===== src/rtl/uart_tx_feeder.sv =====
// ---------------------------------------------------------------------------
// uart_tx_feeder
//
// Byte FIFO and issue controller placed directly in front of the UART
// transmitter. Bytes written from the system side are buffered and handed
// to the transmitter one at a time as a single-cycle strobe on
// TX_DATA_VALID with the byte on TX_P_DATA. Issue is paced by TX_BUSY so
// that no byte is offered while a frame is still being shifted out. A
// bounded wait for TX_BUSY to rise keeps the controller from hanging if the
// transmitter never acknowledges a strobe.
//
// Ports:
//   CLK            in   1            TX clock
//   RST            in   1            asynchronous active-low reset
//   WR_DATA        in   DATA_WIDTH   byte to enqueue
//   WR_EN          in   1            enqueue request, sampled every rising edge
//   FULL           out  1            FIFO holds DEPTH bytes
//   EMPTY          out  1            FIFO holds no bytes
//   COUNT          out  ADDR_WIDTH+1 number of bytes stored
//   OVERFLOW       out  1            sticky: a write was attempted while FULL
//   TX_P_DATA      out  DATA_WIDTH   byte presented to the transmitter
//   TX_DATA_VALID  out  1            one-cycle issue strobe to the transmitter
//   TX_BUSY        in   1            transmitter busy indication
// ---------------------------------------------------------------------------
module uart_tx_feeder #(
    parameter int DATA_WIDTH   = 8,
    parameter int DEPTH        = 8,
    parameter int ADDR_WIDTH   = 3,
    parameter int BUSY_TIMEOUT = 7
) (
    input  logic                  CLK,
    input  logic                  RST,
    input  logic [DATA_WIDTH-1:0] WR_DATA,
    input  logic                  WR_EN,
    output logic                  FULL,
    output logic                  EMPTY,
    output logic [ADDR_WIDTH:0]   COUNT,
    output logic                  OVERFLOW,
    output logic [DATA_WIDTH-1:0] TX_P_DATA,
    output logic                  TX_DATA_VALID,
    input  logic                  TX_BUSY
);

    // -----------------------------------------------------------------------
    // Constants
    // -----------------------------------------------------------------------
    localparam logic [ADDR_WIDTH:0]   CNT_FULL  = (ADDR_WIDTH+1)'(DEPTH);
    localparam logic [ADDR_WIDTH:0]   CNT_ONE   = (ADDR_WIDTH+1)'(1);
    localparam logic [ADDR_WIDTH:0]   CNT_ZERO  = (ADDR_WIDTH+1)'(0);
    localparam logic [ADDR_WIDTH-1:0] PTR_ONE   = ADDR_WIDTH'(1);
    localparam logic [ADDR_WIDTH-1:0] PTR_ZERO  = ADDR_WIDTH'(0);
    localparam logic [DATA_WIDTH-1:0] DATA_ZERO = DATA_WIDTH'(0);
    localparam logic [3:0]            TMO_LVL   = 4'(BUSY_TIMEOUT);
    localparam logic [3:0]            TMO_ZERO  = 4'd0;
    localparam logic [3:0]            TMO_ONE   = 4'd1;

    typedef enum logic [1:0] {
        S_IDLE    = 2'd0,
        S_ISSUE   = 2'd1,
        S_WAIT_HI = 2'd2,
        S_WAIT_LO = 2'd3
    } state_e;

    // -----------------------------------------------------------------------
    // Storage and state
    // -----------------------------------------------------------------------
    logic [DATA_WIDTH-1:0] mem_q [DEPTH];

    state_e                state_q,     state_d;
    logic [3:0]            tmo_cnt_q,   tmo_cnt_d;
    logic [ADDR_WIDTH-1:0] wr_ptr_q,    wr_ptr_d;
    logic [ADDR_WIDTH-1:0] rd_ptr_q,    rd_ptr_d;
    logic [ADDR_WIDTH:0]   count_q,     count_d;
    logic                  full_q,      full_d;
    logic                  empty_q,     empty_d;
    logic                  overflow_q,  overflow_d;
    logic [DATA_WIDTH-1:0] tx_data_q,   tx_data_d;
    logic                  tx_valid_q,  tx_valid_d;

    logic                  wr_accept_s;
    logic                  pop_s;
    logic [3:0]            tmo_inc_s;

    // Write admission uses the registered FULL flag only, so a pop on the
    // same edge never makes room for a write that arrived while full.
    assign wr_accept_s = WR_EN & ~full_q;
    assign tmo_inc_s   = tmo_cnt_q + TMO_ONE;

    // -----------------------------------------------------------------------
    // FSM: state register
    // -----------------------------------------------------------------------
    // Holds the issue-controller state.
    always_ff @(posedge CLK or negedge RST) begin
        if (!RST) begin
            state_q <= S_IDLE;
        end else begin
            state_q <= state_d;
        end
    end

    // -----------------------------------------------------------------------
    // FSM: next-state logic
    // -----------------------------------------------------------------------
    // Decides when to issue and how long to wait for the transmitter.
    always_comb begin
        state_d = state_q;
        case (state_q)
            S_IDLE: begin
                if (!empty_q && !TX_BUSY) begin
                    state_d = S_ISSUE;
                end else begin
                    state_d = S_IDLE;
                end
            end
            S_ISSUE: begin
                state_d = S_WAIT_HI;
            end
            S_WAIT_HI: begin
                // A strobe the transmitter never acknowledges is dropped
                // after the timeout rather than re-sent.
                if (TX_BUSY) begin
                    state_d = S_WAIT_LO;
                end else if (tmo_inc_s == TMO_LVL) begin
                    state_d = S_IDLE;
                end else begin
                    state_d = S_WAIT_HI;
                end
            end
            S_WAIT_LO: begin
                if (!TX_BUSY) begin
                    state_d = S_IDLE;
                end else begin
                    state_d = S_WAIT_LO;
                end
            end
            default: begin
                state_d = S_IDLE;
            end
        endcase
    end

    // -----------------------------------------------------------------------
    // FSM: output logic
    // -----------------------------------------------------------------------
    // Produces the next values of the registered strobe, data and timeout
    // counter, plus the pop request for the FIFO.
    always_comb begin
        tmo_cnt_d  = tmo_cnt_q;
        pop_s      = 1'b0;
        tx_valid_d = 1'b0;
        tx_data_d  = tx_data_q;

        // Strobe and data are loaded on the edge entering ISSUE so both are
        // valid for the whole ISSUE cycle. The slot at rd_ptr is guaranteed
        // to be written because ISSUE is only entered when not empty.
        if (state_d == S_ISSUE) begin
            tx_valid_d = 1'b1;
            tx_data_d  = mem_q[rd_ptr_q];
        end else begin
            tx_valid_d = 1'b0;
            tx_data_d  = tx_data_q;
        end

        case (state_q)
            S_IDLE: begin
                tmo_cnt_d = tmo_cnt_q;
            end
            S_ISSUE: begin
                // The byte leaves the FIFO on the edge exiting ISSUE.
                pop_s     = 1'b1;
                tmo_cnt_d = TMO_ZERO;
            end
            S_WAIT_HI: begin
                if (!TX_BUSY) begin
                    tmo_cnt_d = tmo_inc_s;
                end else begin
                    tmo_cnt_d = tmo_cnt_q;
                end
            end
            S_WAIT_LO: begin
                tmo_cnt_d = tmo_cnt_q;
            end
            default: begin
                tmo_cnt_d = TMO_ZERO;
            end
        endcase
    end

    // -----------------------------------------------------------------------
    // FIFO bookkeeping
    // -----------------------------------------------------------------------
    // Computes pointer, occupancy and flag updates from write/pop requests.
    always_comb begin
        wr_ptr_d   = wr_ptr_q;
        rd_ptr_d   = rd_ptr_q;
        count_d    = count_q;
        overflow_d = overflow_q;

        if (wr_accept_s) begin
            wr_ptr_d = wr_ptr_q + PTR_ONE;
        end else begin
            wr_ptr_d = wr_ptr_q;
        end

        if (pop_s) begin
            rd_ptr_d = rd_ptr_q + PTR_ONE;
        end else begin
            rd_ptr_d = rd_ptr_q;
        end

        case ({wr_accept_s, pop_s})
            2'b10:   count_d = count_q + CNT_ONE;
            2'b01:   count_d = count_q - CNT_ONE;
            default: count_d = count_q;
        endcase

        if (WR_EN && full_q) begin
            overflow_d = 1'b1;
        end else begin
            overflow_d = overflow_q;
        end

        full_d  = (count_d == CNT_FULL);
        empty_d = (count_d == CNT_ZERO);
    end

    // Registers pointers, occupancy and status flags.
    always_ff @(posedge CLK or negedge RST) begin
        if (!RST) begin
            wr_ptr_q   <= PTR_ZERO;
            rd_ptr_q   <= PTR_ZERO;
            count_q    <= CNT_ZERO;
            full_q     <= 1'b0;
            empty_q    <= 1'b1;
            overflow_q <= 1'b0;
        end else begin
            wr_ptr_q   <= wr_ptr_d;
            rd_ptr_q   <= rd_ptr_d;
            count_q    <= count_d;
            full_q     <= full_d;
            empty_q    <= empty_d;
            overflow_q <= overflow_d;
        end
    end

    // Stores accepted bytes; contents are intentionally left unreset.
    always_ff @(posedge CLK) begin
        if (wr_accept_s) begin
            mem_q[wr_ptr_q] <= WR_DATA;
        end
    end

    // Registers the transmitter-facing outputs and the timeout counter.
    always_ff @(posedge CLK or negedge RST) begin
        if (!RST) begin
            tx_data_q  <= DATA_ZERO;
            tx_valid_q <= 1'b0;
            tmo_cnt_q  <= TMO_ZERO;
        end else begin
            tx_data_q  <= tx_data_d;
            tx_valid_q <= tx_valid_d;
            tmo_cnt_q  <= tmo_cnt_d;
        end
    end

    // -----------------------------------------------------------------------
    // Outputs
    // -----------------------------------------------------------------------
    assign FULL          = full_q;
    assign EMPTY         = empty_q;
    assign COUNT         = count_q;
    assign OVERFLOW      = overflow_q;
    assign TX_P_DATA     = tx_data_q;
    assign TX_DATA_VALID = tx_valid_q;

endmodule


===== config.mk =====
export PLATFORM = sky130hd
export DESIGN_NAME = uart_tx_feeder
export DESIGN_NICKNAME = d
export VERILOG_FILES = /design/src/rtl/uart_tx_feeder.sv
export SDC_FILE = /design/constraint.sdc
export NUM_CORES = 1
export LEC_CHECK = 0
export CORE_ASPECT_RATIO = 1.1
export CORE_UTILIZATION = 30
export CTS_BUF_LIST = sky130_fd_sc_hd__clkbuf_8
export DETAILED_ROUTE_END_ITERATION = 10
export GPL_TIMING_DRIVEN = 0
export PLACE_DENSITY = 0.46
export SETUP_SLACK_MARGIN = 0.4
export SYNTH_ARGS = -nofsm -noshare
export SYNTH_HDL_FRONTEND = slang
export SYNTH_SLANG_ARGS = --single-unit

===== constraint.sdc =====
create_clock -name CLK -period 3.7 [get_ports CLK]
set_clock_uncertainty 0.1 [all_clocks]
set_input_delay 0.37 -clock CLK [delete_from_list [all_inputs] [get_ports CLK]]
set_output_delay 0.37 -clock CLK [all_outputs]
set_load 0.05 [all_outputs]

==> results.toml <==
[power_and_ir_drop]
pwr_density_cell_nw_per_um2 = 829
cellLeakagePower_uw = 0.00163
ir_worst_vdd_uv = 474

[clock_network]
cts_buffer_depth = 2
cts_root_buffer = "clkbuf_8"
tritoncts = "yes"
clock_sinks = 92
clock_latency_ns = 0.37
postCtsHoldBufs = 1
cts_inserted_buffers = 9
htree_num_levels = 3
post_cts_resized = 0
clk_pin_slew_ns = 0.09
cts_setup_buffers = 0

[final_layout]
fin_nets = 283
final_core_utilization_pct = 36.0
final_cell_mix = "64 x edfxtp_1, 27 x dfrtp_1, 26 x clkdlybuf4s50_1, 18 x mux2_2, 12 x nor2_1"
fin_cells = 422
fillers = 1210
final_common_cell = "edfxtp_1"
diodes = 0
drive_above_1_share_pct = 19.2
area_growth_pct = 17.2

[route]
routedWlPerCell_microns = 17.9
vias = 1973
via_per_inst = 4.68
drt_pass1_iterations = 4
wirelength_microns = 7540
drt_iter0_markers = 104
drt.antenna.violating_nets = 0
drc_errors = 0

[floorplanning]
initial_core_util_pct = 30.7
core_sq_um = 12600
dieArea_sq_um = 13300
rows = 43
fp.dieW_microns = 110
pin_count = 28
die_h_microns = 121

[worst_setup_path]
required_ns = 3.86
cp.arrival_ns = 2.97
worst_path_most_repeated_cell = "xor2_1"
cpPeakStageDelay_ns = 0.47
startpoint_type = "primary input"
path_buf_inv = 2
r2r-end = "EMPTY"
cp_slowest_cell = "clkdlybuf4s50_1"
cp-end-kind = "flip-flop"
path_delay_family = "simple AND/OR/NAND/NOR gates"
r2r_setup_slack_ns = 0.97
reg2reg_from = "FULL"
crit_fanout = 6
crit_type = "in2reg"
worstPathCellList = "clkdlybuf4s50_1 -> nor2b_1 -> inv_1 -> ha_1 -> xor2_1 -> ha_1 -> a21oi_1 -> xor2_1 -> nor2_1 -> xor2_1 -> nor4b_1"
reg2reg_depth = 10

[synthesis]
ys_seq_elements = 92
syn-num-nets = 244
ys_warn_count = 0
syn_area_per_cell_sq_um = 17.5
ys_seq_area_share_pct = 67.8
synth.distinct_cells = 36
synthFlopType = "edfxtp_1"
synth_cells = 221
synthArstFlopShare_pct = 30.4
synth_edf_count = 64
syn_area_sq_um = 3870

[timing]
hold_viol = 0
slew_headroom_pct = 26.7
finalCriticalPeriod_ns = 2.82
worstMarginPinSlew_ns = 1.10
setup_viol = 0
fin_tns_setup_ns = 0
slew_violations = 0
max_freq_ghz = 0.355
rsz0062_at_grt = "false"
period_share_pct = 76.1

[global_route]
top_usage_layer = "met2"
track_usage_pct = 12.7
met3_usage_pct = 4.56
grt_pass1_wl_microns = 11500
antenna_found_initial = 0
grt_pass1_vias = 1979
grt_max_degree = 29
use_met1_pct = 16.0
use_met2_pct = 19.9
overflow = 0

[flow_run]
cap_violations = 0

[outcome]
status = "finished clean"

[worst_hold_path]
min_path_type = "reg2reg"
min_delay_worst_endpoint = "OVERFLOW"
holdCritStartpoint = "OVERFLOW"
whs_path_depth = 1

[placement]
routabilityCongestion = 0.744
portBuffers = 27
dp_hpwl_microns = 4640
dp.cells = 405
==> routing by layer <==
metal,part of all wire [%],vias to the layer above
met5,0,-
met4,1.8,0
met3,4.2,13
met2,48,42
met1,46,993
li1,-,925
==> worst max-delay path by stage <==
stage | cells past startpoint | startpoint | endpoint | slack (ns)
floorplan | 10 | FULL | EMPTY | 1.05
global placement | 4 | WR_EN | mem_q[0][2] | 0.41
detailed placement | 11 | WR_EN | EMPTY | 0.40
CTS | 11 | WR_EN | EMPTY | 0.81
global route | 11 | WR_EN | EMPTY | 0.53
finish | 11 | WR_EN | EMPTY | 0.88
==> final cells by class <==
| class | instances | area, sq um | area share [%] |
|---|---|---|---|
| inverter | 10 | 37.5 | 0.828 |
| buffer | 6 | 57.6 | 1.27 |
| multi-input combinational | 113 | 1160 | 25.6 |
| timing repair buffer | 28 | 275 | 6.07 |
| sequential | 92 | 2620 | 57.9 |
| clock inverter | 6 | 46.3 | 1.02 |
| tap | 157 | 196 | 4.33 |
| clock buffer | 10 | 138 | 3.04 |
==> cells in the mapped netlist (2+ instances only) <==
master     n  area [sq um]
a21oi_1    6          30.0
and4_1     2          17.5
buf_6      2          22.5
dfrtp_1   27           676
edfxtp_1  64          1920
ha_1      11           138
inv_1     10          37.5
mux2_2    18           203
mux4_1     9           236
mux4_2     7           158
nand2_1    6          22.5
nand2b_1   4          25.0
nand3_1    2          10.0
nor2_1    12          45.0
nor2b_1    4          25.0
nor3_1     2          10.0
o21ai_0    7          35.0
xnor2_1    5          43.8
xor2_1     6          52.6
==> registers in the layout, indices dropped and copies added, names as in the netlist <==
register / cells
COUNT: 4
mem_q: 64
TX_P_DATA: 8
EMPTY: 1
tmo_cnt_q: 4
FULL: 1
OVERFLOW: 1
TX_DATA_VALID: 1
wr_ptr_q: 3
state_q: 2
rd_ptr_q: 3
==> worst reg2reg max path: cells and delay by family (launching register included) <==
family                     cells  cell delay, ns
AOI/OAI and AO/OA              1            0.14
xor gates and xnor gates       3            0.51
adders and majority gates      2            0.48
buffers and inverters          1            0.14
DFF                            1            0.40
and+or+nand+nor                3            0.85
==> logic make-up after synthesis <==
kind of cell	count (synthesis)	share of synthesized area, %
adder cells (fa/ha/maj)	11	3.56
multiplexers	35	15.8
XOR/XNOR	11	2.49
AO/OA/AOI/OAI	19	2.91
AND/OR/NAND/NOR	37	4.92
flip-flops	92	67.8
buffers and inverters	16	2.46
==> where the power goes <==
| part | switching, uW | internal [uW] | total [uW] |
|---|---|---|---|
| Sequential | 147 | 1370 | 1510 |
| Clock | 374 | 270 | 644 |
| Combinational | 897 | 702 | 1600 |
==> per-stage QoR <==
stage	worst slack (ns)	instance area, sq um	power [uW]	hold WS (ns)
6_report	0.884	4530	3760	0.365
2_1_floorplan	1.05	3870	2670	-0.0256
4_1_cts	0.808	4530	3820	0.376
3_5_place_dp	0.403	4340	3170	0.354
3_3_place_gp	0.408	4330	3140	0.344
5_1_grt	0.531	4530	4000	0.415
Power figures use the tool's default switching activity.
